`config.mk`:
```
export PLATFORM = sky130hd
export DESIGN_NAME = change_dispenser
export DESIGN_NICKNAME = d
export VERILOG_FILES = /design/src/rtl/change_dispenser.sv
export SDC_FILE = /design/constraint.sdc
export NUM_CORES = 1
export LEC_CHECK = 0
export ABC_CLOCK_PERIOD_IN_PS = 6700
export BUFFER_PORTS_ARGS = -buffer_cell sky130_fd_sc_hd__buf_4
export CORE_UTILIZATION = 61
export CTS_CLUSTER_DIAMETER = 120
export CTS_CLUSTER_SIZE = 8
export DETAILED_ROUTE_END_ITERATION = 8
export PLACE_DENSITY = 0.87
export SYNTH_ARGS = -nofsm -noshare
export SYNTH_HDL_FRONTEND = slang
export SYNTH_SLANG_ARGS = --single-unit
```
`constraint.sdc`:
```
create_clock -name clock -period 6.7 [get_ports clock]
set_clock_uncertainty 0.05 [all_clocks]
set_input_delay 0.335 -clock clock [delete_from_list [all_inputs] [get_ports clock]]
set_output_delay 0.335 -clock clock [all_outputs]
set_load 0.02 [all_outputs]
```
`src/rtl/change_dispenser.sv`:
```
// Change dispenser: on an accepted vend request, computes total-price and pays it out
// greedily (largest denomination first), one coin per cycle, then pulses done.
// Ports:
//   clock, reset      - rising-edge clock, synchronous active-high reset
//   start             - vend request, sampled only while idle
//   total, price      - credit inserted and product price (W bits)
//   num_500..num_5000 - coin/note inventory counts (CW bits), sampled at acceptance
//   busy              - high while coins are being dispensed
//   coin_valid        - one coin dispensed this cycle, denomination on coin_out (one-hot)
//   change_left       - change still owed
//   done              - one-cycle pulse at the end of every transaction
//   error             - 00 ok, 01 insufficient credit, 10 cannot make exact change
module change_dispenser #(
  parameter int unsigned W  = 16,
  parameter int unsigned CW = 8
) (
  input  logic          clock,
  input  logic          reset,
  input  logic          start,
  input  logic [W-1:0]  total,
  input  logic [W-1:0]  price,
  input  logic [CW-1:0] num_500,
  input  logic [CW-1:0] num_1000,
  input  logic [CW-1:0] num_2000,
  input  logic [CW-1:0] num_5000,
  output logic          busy,
  output logic          coin_valid,
  output logic [3:0]    coin_out,
  output logic [W-1:0]  change_left,
  output logic          done,
  output logic [1:0]    error
);

  localparam logic [W-1:0] D_500  = W'(500);
  localparam logic [W-1:0] D_1000 = W'(1000);
  localparam logic [W-1:0] D_2000 = W'(2000);
  localparam logic [W-1:0] D_5000 = W'(5000);

  localparam logic [1:0] ERR_OK     = 2'b00;
  localparam logic [1:0] ERR_CREDIT = 2'b01;
  localparam logic [1:0] ERR_EXACT  = 2'b10;

  typedef enum logic [1:0] {IDLE, DISPENSE, DONE} state_t;

  state_t        state;
  logic [CW-1:0] cnt_500, cnt_1000, cnt_2000, cnt_5000;

  // Greedy pick: largest denomination still in stock that does not exceed the change owed.
  logic [3:0]   avail_c;
  logic [3:0]   sel_c;
  logic [W-1:0] sel_amt_c;

  always_comb begin
    avail_c[0] = (cnt_500  != '0) && (D_500  <= change_left);
    avail_c[1] = (cnt_1000 != '0) && (D_1000 <= change_left);
    avail_c[2] = (cnt_2000 != '0) && (D_2000 <= change_left);
    avail_c[3] = (cnt_5000 != '0) && (D_5000 <= change_left);
    sel_c      = 4'b0000;
    sel_amt_c  = '0;
    if (avail_c[3]) begin
      sel_c     = 4'b1000;
      sel_amt_c = D_5000;
    end else if (avail_c[2]) begin
      sel_c     = 4'b0100;
      sel_amt_c = D_2000;
    end else if (avail_c[1]) begin
      sel_c     = 4'b0010;
      sel_amt_c = D_1000;
    end else if (avail_c[0]) begin
      sel_c     = 4'b0001;
      sel_amt_c = D_500;
    end
  end

  // Transaction FSM with registered outputs.
  always_ff @(posedge clock) begin
    if (reset) begin
      state       <= IDLE;
      busy        <= 1'b0;
      coin_valid  <= 1'b0;
      coin_out    <= 4'b0000;
      change_left <= '0;
      done        <= 1'b0;
      error       <= ERR_OK;
      cnt_500     <= '0;
      cnt_1000    <= '0;
      cnt_2000    <= '0;
      cnt_5000    <= '0;
    end else begin
      coin_valid <= 1'b0;
      coin_out   <= 4'b0000;
      done       <= 1'b0;
      unique case (state)
        IDLE: begin
          busy <= 1'b0;
          if (start) begin
            cnt_500  <= num_500;
            cnt_1000 <= num_1000;
            cnt_2000 <= num_2000;
            cnt_5000 <= num_5000;
            error    <= ERR_OK;
            // Subtract only after the credit check so the difference cannot wrap.
            if (total < price) begin
              error       <= ERR_CREDIT;
              change_left <= '0;
              done        <= 1'b1;
              state       <= DONE;
            end else begin
              change_left <= total - price;
              busy        <= 1'b1;
              state       <= DISPENSE;
            end
          end
        end
        DISPENSE: begin
          if (change_left == '0) begin
            busy  <= 1'b0;
            done  <= 1'b1;
            state <= DONE;
          end else if (sel_c != 4'b0000) begin
            coin_valid  <= 1'b1;
            coin_out    <= sel_c;
            change_left <= change_left - sel_amt_c;
            if (sel_c[0]) cnt_500  <= cnt_500  - CW'(1);
            if (sel_c[1]) cnt_1000 <= cnt_1000 - CW'(1);
            if (sel_c[2]) cnt_2000 <= cnt_2000 - CW'(1);
            if (sel_c[3]) cnt_5000 <= cnt_5000 - CW'(1);
          end else begin
            // No denomination fits: keep the residue on change_left and report.
            error <= ERR_EXACT;
            busy  <= 1'b0;
            done  <= 1'b1;
            state <= DONE;
          end
        end
        DONE: begin
          busy  <= 1'b0;
          state <= IDLE;
        end
        default: begin
          busy  <= 1'b0;
          state <= IDLE;
        end
      endcase
    end
  end

endmodule

```
After elaboration in Yosys (flattened, before gate mapping)
Cells that the tools add are included.
- bits in registers: 59
- latch bits: 0
- bits in writable memories: 0
- ROM bits: 0
- bits of input ports: 67
- output and inout bits: 25
- logic and storage cells: 108
- memories: 0
- add/sub/neg operators: 6
- multipliers: 0
- divide/modulo/power cells: 0
- magnitude comparators: 5
- equal/unequal tests: 10
- shift-type cells: 0
- muxes and demuxes: 53
- bitwise gates (word level): 2
- reductions and logical operators: 21
- operators with widths (kind ; number):
    8-bit 2-to-1 mux ; 16
    16-bit 2-to-1 mux ; 4
    8-bit one-hot mux with 2 select lines ; 4
    16-bit one-hot mux with 2 select lines ; 1
    8-bit nonzero test ; 4
    16-bit subtractor ; 2
    8-bit by 1-bit subtractor with 8-bit output, second input constant ; 4
    5-bit AND reduction ; 4
    10-bit by 16-bit less-or-equal comparator with 1-bit output, first input constant ; 1
    11-bit by 16-bit less-or-equal comparator with 1-bit output, first input constant ; 1
    13-bit by 16-bit less-or-equal comparator with 1-bit output, first input constant ; 1
    9-bit by 16-bit less-or-equal comparator with 1-bit output, first input constant ; 1
    16-bit zero test ; 1
    16-bit less-than comparator ; 1
    2-bit inequality test, second input constant ; 8
    2-bit 2-to-1 mux ; 7
    13-bit 2-to-1 mux ; 1
    1-bit 2-to-1 mux ; 11
    11-bit 2-to-1 mux ; 1
    10-bit 2-to-1 mux ; 1
    9-bit 2-to-1 mux ; 1
    2-bit one-hot mux with 2 select lines ; 2
    4-bit AND reduction ; 2
    1-bit logical AND ; 4
    other kinds (12) ; 14

Depth between registers and ports, before layout
- word-level depth: 10
- depth in mapped cells: 19
- mapped depth without buffers: 18

Worst setup path before layout
Ideal clock, no wire load.
- kind: flip-flop to flip-flop
- start: register change_left[4]
- end: register change_left[12]
- library setup time: 0.137 ns
- data arrival time: 3.983 ns
- data required time: 6.513 ns
- setup slack: 2.530 ns
- stages on the path, launching flop included: 18
- path buffers: 0
- period minus slack after synthesis: 4.170 ns
- cell sequence: dfxtp_1 > or3_4 > o2111a_1 > o41ai_2 > a22oi_4 > nor2_1 > nand2_1 > inv_1 > ha_1 > inv_1 > fa_1 > a211o_1 > a211oi_1 > o21bai_1 > a21o_1 > a2111o_1 > a32oi_1 > a211oi_1
- word-level cells in the longest chain between the ends: 10
- elaborated cells between the ends (all ways): 25
- those cells by class: add/sub: 1; order compare: 4; eq/ne: 2; mux: 11; reduce/logical: 7
- RTL lines (item ; line ; text):
    from (decl) ; 29 ; output logic [W-1:0] change_left,
    from (signal assigned) ; 109 ; change_left <= total - price;
    from (signal assigned) ; 123 ; change_left <= change_left - sel_amt_c;
    9-bit by 16-bit less-or-equal comparator with 1-bit output ; 54 ; avail_c[0] = (cnt_500 != '0) && (D_500 <= change_left);
    1-bit logical AND ; 54 ;
    9-bit 2-to-1 mux ; 69 ; end else if (avail_c[0]) begin
    10-bit 2-to-1 mux ; 66 ; end else if (avail_c[1]) begin
    11-bit 2-to-1 mux ; 63 ; end else if (avail_c[2]) begin
    13-bit 2-to-1 mux (*) ; 60 ; if (avail_c[3]) begin
    net sel_amt_c[2] ; 51 ; logic [W-1:0] sel_amt_c;
    16-bit subtractor (*) ; 123 ;
    16-bit 2-to-1 mux (*) ; 120 ; end else if (sel_c != 4'b0000) begin
    16-bit 2-to-1 mux (*) ; 116 ; if (change_left == '0) begin
    16-bit one-hot mux with 2 select lines (*) ; 93 ; unique case (state)
Mark *: on every way through the listed nets, which the timed path passes. The rest lies on a longest branch. The select of a mux whose other input is x is not followed.
A chain may end at the register's enable or synchronous reset.

Worst setup path after layout
Ends and elaborated chain as after synthesis.

==> impl_metrics.json <==
{
  "floorplan.initialDensity_pct": 64.3,
  "crit_path_end_kind": "flop",
  "most_used_cells_in_the_layout_excluding_fill_and_tap_cells": "sky130_fd_sc_hd__buf_4, sky130_fd_sc_hd__dfxtp_1, sky130_fd_sc_hd__nand2_1, sky130_fd_sc_hd__nor2_1, sky130_fd_sc_hd__a21oi_1",
  "route.final.wire_length_mm": 13.6,
  "finalWeightedCongestion": 0.913,
  "internal_power_mw": 1.27,
  "num_antenna_cells": 0,
  "cts_tree": "built",
  "grt_max_degree": 59,
  "power.density_mw_per_mm2": 438,
  "p_switching_mw": 1.22,
  "report.final.hold_viol_count": 0,
  "number_of_vias_in_the_routed_layout": 5193,
  "place.detailed.hpwl_mm": 9.87,
  "synthToLayoutAreaGrowth_pct": 19.2,
  "rsz0062_at_grt": "false",
  "ctsResizeCount": 0,
  "post_drt_wl_per_cell_microns": 16.9,
  "netlist_area_sq_mm": 0.00477,
  "grt_antenna_before_repair": 0,
  "globalRoute.totalOverflow": 0,
  "ir_drop_worst_vdd_uv": 296,
  "synth_area_per_cell_sq_um": 7.60,
  "antenna_left": 0,
  "worst_pin_slew_ns": 1.03,
  "ys_dominant_reg_cell": "sky130_fd_sc_hd__dfxtp_1",
  "dpl_cell_area_sq_mm": 0.00546,
  "synth_fa_ha_area_share_pct": 8.72,
  "critPathKind": "flop to flop",
  "achievable-frequency_ghz": 0.218,
  "arrival_ns": 4.73,
  "max_cap_violations": 0,
  "portion_of_total_power_attributed_to_the_clock_network_pct": 15.2,
  "worstSkewPairLatency_ns": 0.35,
  "detailedRoute.firstPassIterationCount": 6,
  "p_leak_nw": 2.42,
  "power.share.combinational_pct": 63.3,
  "tns_ns": 0,
  "critical_path.max_fanout": 10,
  "synthCells": 627,
  "mappedNetlistNets": 726,
  "via_count_of_the_first_global_routing_pass": 4820,
  "final_layout_size_suffix_gt1_share_pct": 19.7,
  "hold_path_class": "input pin to flop",
  "cts_root_buf": "sky130_fd_sc_hd__clkbuf_8",
  "cts_max_path_buffers": 2,
  "synth_seq_area_share_pct": 24.8,
  "viasPerCell": 6.46,
  "dieHeight_microns": 90.4,
  "edff_count_synth": 0,
  "die_area_sq_mm": 0.00817,
  "synth.distinct_cells": 73,
  "yosys_warnings": 0,
  "first_iter_violations": 412,
  "simple_gate_portion_of_the_synthesized_area_pct": 24.1,
  "power.share.sequential_pct": 21.5,
  "count_of_final_max_slew_check_failures": 0,
  "synth_mux_area_share_pct": 0.236,
  "post-route-drc-count": 0,
  "mostFrequentLayoutCell": "sky130_fd_sc_hd__buf_4",
  "synth_xor_area_share_pct": 2.57,
  "finalNetCount": 799,
  "postSynth.asyncResetShare_pct": 0,
  "cts_htree_levels": 3,
  "grtUsageTotal_pct": 33.4,
  "postCtsSetupBuffers": 0,
  "seq_cells_post_synth": 59,
  "worst-endpoint-required_ns": 6.85,
  "relSlewSlack_pct": 30.8,
  "placement_rows": 31,
  "grt_first_pass_wirelength_mm": 22.5,
  "clock_sink_count": 59,
  "switching_share_pct": 48.9,
  "count_of_port_buffers_added_during_placement": 91,
  "finalCriticalPeriod_ns": 4.58,
  "post-route-cell-area_sq_mm": 0.00568,
  "synth-compound-area-share_pct": 33.4,
  "largest_family_of_logic_cells_by_synthesized_area": "compound AO/OA/AOI/OAI gates",
  "timing.critical_path.from_type": "flop",
  "floorplan.die.width_microns": 90.4,
  "coreArea_sq_mm": 0.00741,
  "tritoncts.num_buffers": 9,
  "min_period_over_period_pct": 68.4,
  "boundaryPins": 92,
  "outcome": "finished clean",
  "clock_slew_at_the_register_clock_pins_of_the_worst_setup_and_hold_paths_ns": 0.07,
  "cts_hold_repair.buffers": 0,
  "setup_viol_count_final": 0
}
## final cells by class
cell class	count	area (sq um)
fillers	571	1730
clock buffers	12	155
clock inverters	4	72.6
flip-flops and latches	59	1180
multi-input cells	497	3300
well taps	99	124
repair buffers	94	706
inverters	39	146
## cells in the mapped netlist, types with 4 or more instances
| master | count | share of area [%] |
|---|---|---|
| sky130_fd_sc_hd__o31a_1 | 4 | 0.74 |
| sky130_fd_sc_hd__o21ai_0 | 40 | 4.2 |
| sky130_fd_sc_hd__a221oi_1 | 6 | 1.1 |
| sky130_fd_sc_hd__xnor2_1 | 8 | 1.5 |
| sky130_fd_sc_hd__nand3_1 | 12 | 1.3 |
| sky130_fd_sc_hd__buf_1 | 4 | 0.31 |
| sky130_fd_sc_hd__a22oi_1 | 4 | 0.63 |
| sky130_fd_sc_hd__xor2_1 | 6 | 1.1 |
| sky130_fd_sc_hd__o21a_1 | 10 | 1.6 |
| sky130_fd_sc_hd__a21oi_1 | 49 | 5.1 |
| sky130_fd_sc_hd__nor2_1 | 58 | 4.6 |
| sky130_fd_sc_hd__nand4_1 | 7 | 0.92 |
| sky130_fd_sc_hd__ha_1 | 30 | 7.9 |
| sky130_fd_sc_hd__or4_1 | 4 | 0.63 |
| sky130_fd_sc_hd__a211oi_1 | 18 | 2.8 |
| sky130_fd_sc_hd__nor3_1 | 22 | 2.3 |
| sky130_fd_sc_hd__dfxtp_1 | 59 | 25 |
| sky130_fd_sc_hd__nor3_2 | 5 | 1.1 |
| sky130_fd_sc_hd__o211ai_1 | 13 | 2.0 |
| sky130_fd_sc_hd__and2_1 | 4 | 0.52 |
| sky130_fd_sc_hd__and3_1 | 6 | 0.79 |
| sky130_fd_sc_hd__o22ai_1 | 7 | 0.92 |
| sky130_fd_sc_hd__o21ai_1 | 5 | 0.52 |
| sky130_fd_sc_hd__nand2_1 | 58 | 4.6 |
| sky130_fd_sc_hd__clkbuf_1 | 21 | 1.7 |
| sky130_fd_sc_hd__o31ai_1 | 8 | 1.3 |
| sky130_fd_sc_hd__a21o_1 | 7 | 1.1 |
| sky130_fd_sc_hd__nand2b_1 | 13 | 1.7 |
| sky130_fd_sc_hd__a32oi_1 | 4 | 0.74 |
| sky130_fd_sc_hd__nor4_1 | 4 | 0.52 |
| sky130_fd_sc_hd__inv_1 | 38 | 3.0 |
| sky130_fd_sc_hd__nand3b_1 | 6 | 0.95 |
| sky130_fd_sc_hd__or3_1 | 9 | 1.2 |
| sky130_fd_sc_hd__nor2b_1 | 6 | 0.79 |
| sky130_fd_sc_hd__a31oi_1 | 9 | 1.2 |
## kinds of logic (layout without fill, tap and decap cells)
group                    after synthesis  after routing
buffers and inverters                 71            149
XOR/XNOR                              14             14
multiplexers                           1              1
adder cells (fa/ha/maj)               32             32
AO/OA/AOI/OAI                        222            222
flip-flops                            59             59
AND/OR/NAND/NOR                      228            228
## worst paths after layout
| path | start | endpoint | slack, ns | depth (start not counted) |
|---|---|---|---|---|
| worst max-delay path | change_left[4] | change_left[12] | 2.12 | 17 |
| worst min-delay path | num_500[0] | cnt_500[0] | 0.22 | 3 |
| worst max register to register | change_left[4] | change_left[12] | 2.12 | 17 |
| worst min register to register | busy | busy | 0.43 | 2 |
## worst max-delay path, cell delays in order (launching register included)
cell and delay, ns:
sky130_fd_sc_hd__dfxtp_1 0.39, sky130_fd_sc_hd__or3_4 0.43, sky130_fd_sc_hd__o2111a_1 0.27, sky130_fd_sc_hd__o41ai_2 0.31, sky130_fd_sc_hd__a22oi_4 0.21, sky130_fd_sc_hd__nor2_1 0.20, sky130_fd_sc_hd__nand2_1 0.11, sky130_fd_sc_hd__inv_1 0.08
sky130_fd_sc_hd__ha_1 0.15, sky130_fd_sc_hd__inv_1 0.05, sky130_fd_sc_hd__fa_1 0.42, sky130_fd_sc_hd__a211o_1 0.36, sky130_fd_sc_hd__a211oi_1 0.32, sky130_fd_sc_hd__o21bai_1 0.15, sky130_fd_sc_hd__a21o_1 0.22, sky130_fd_sc_hd__a2111o_1 0.41
sky130_fd_sc_hd__a32oi_1 0.20, sky130_fd_sc_hd__a211oi_1 0.10
## flip-flops by register name, summed over array words and instances (netlist names)
signal and flops:
busy 1, change_left 16, cnt_1000 8, cnt_2000 8, cnt_500 8, cnt_5000 8, coin_out 4, coin_valid 1
done 1, error 2, state 2
## per-layer routing
layer | GRT usage (%) | vias up | wire (microns) | share of wire (%)
met5 | 0 | - | 0 | 0
li1 | - | 2477 | - | -
met2 | 54.3 | 251 | 6260 | 46
met4 | 11.8 | 0 | 276 | 2.0
met3 | 7.15 | 29 | 1160 | 8.5
met1 | 43.5 | 2436 | 5860 | 43
## metrics by stage
step | std cells | hold slack, ns | setup slack (ns) | total power, mW | utilization [%]
5_1_grt | 804 | 0.252 | 1.86 | 2.66 | 76.7
3_5_place_dp | 788 | 0.422 | 2.25 | 2.06 | 73.6
2_1_floorplan | 627 | 0.399 | 2.53 | 1.71 | -
4_1_cts | 804 | 0.218 | 2.18 | 2.45 | 76.7
3_3_place_gp | 788 | 0.403 | 2.36 | 2.03 | 73.6
6_report | 804 | 0.223 | 2.12 | 2.49 | 76.7
## power by group through the flow
stage               registers, mW  logic, mW  clock network (mW)
floorplan                   0.556       1.16                   0
global placement            0.531       1.49                   0
detailed placement          0.536       1.53                   0
CTS                         0.530       1.55               0.378
global route                0.547       1.72               0.394
finish                      0.535       1.58               0.379
Note: power is estimated with default switching activity, not from simulation.
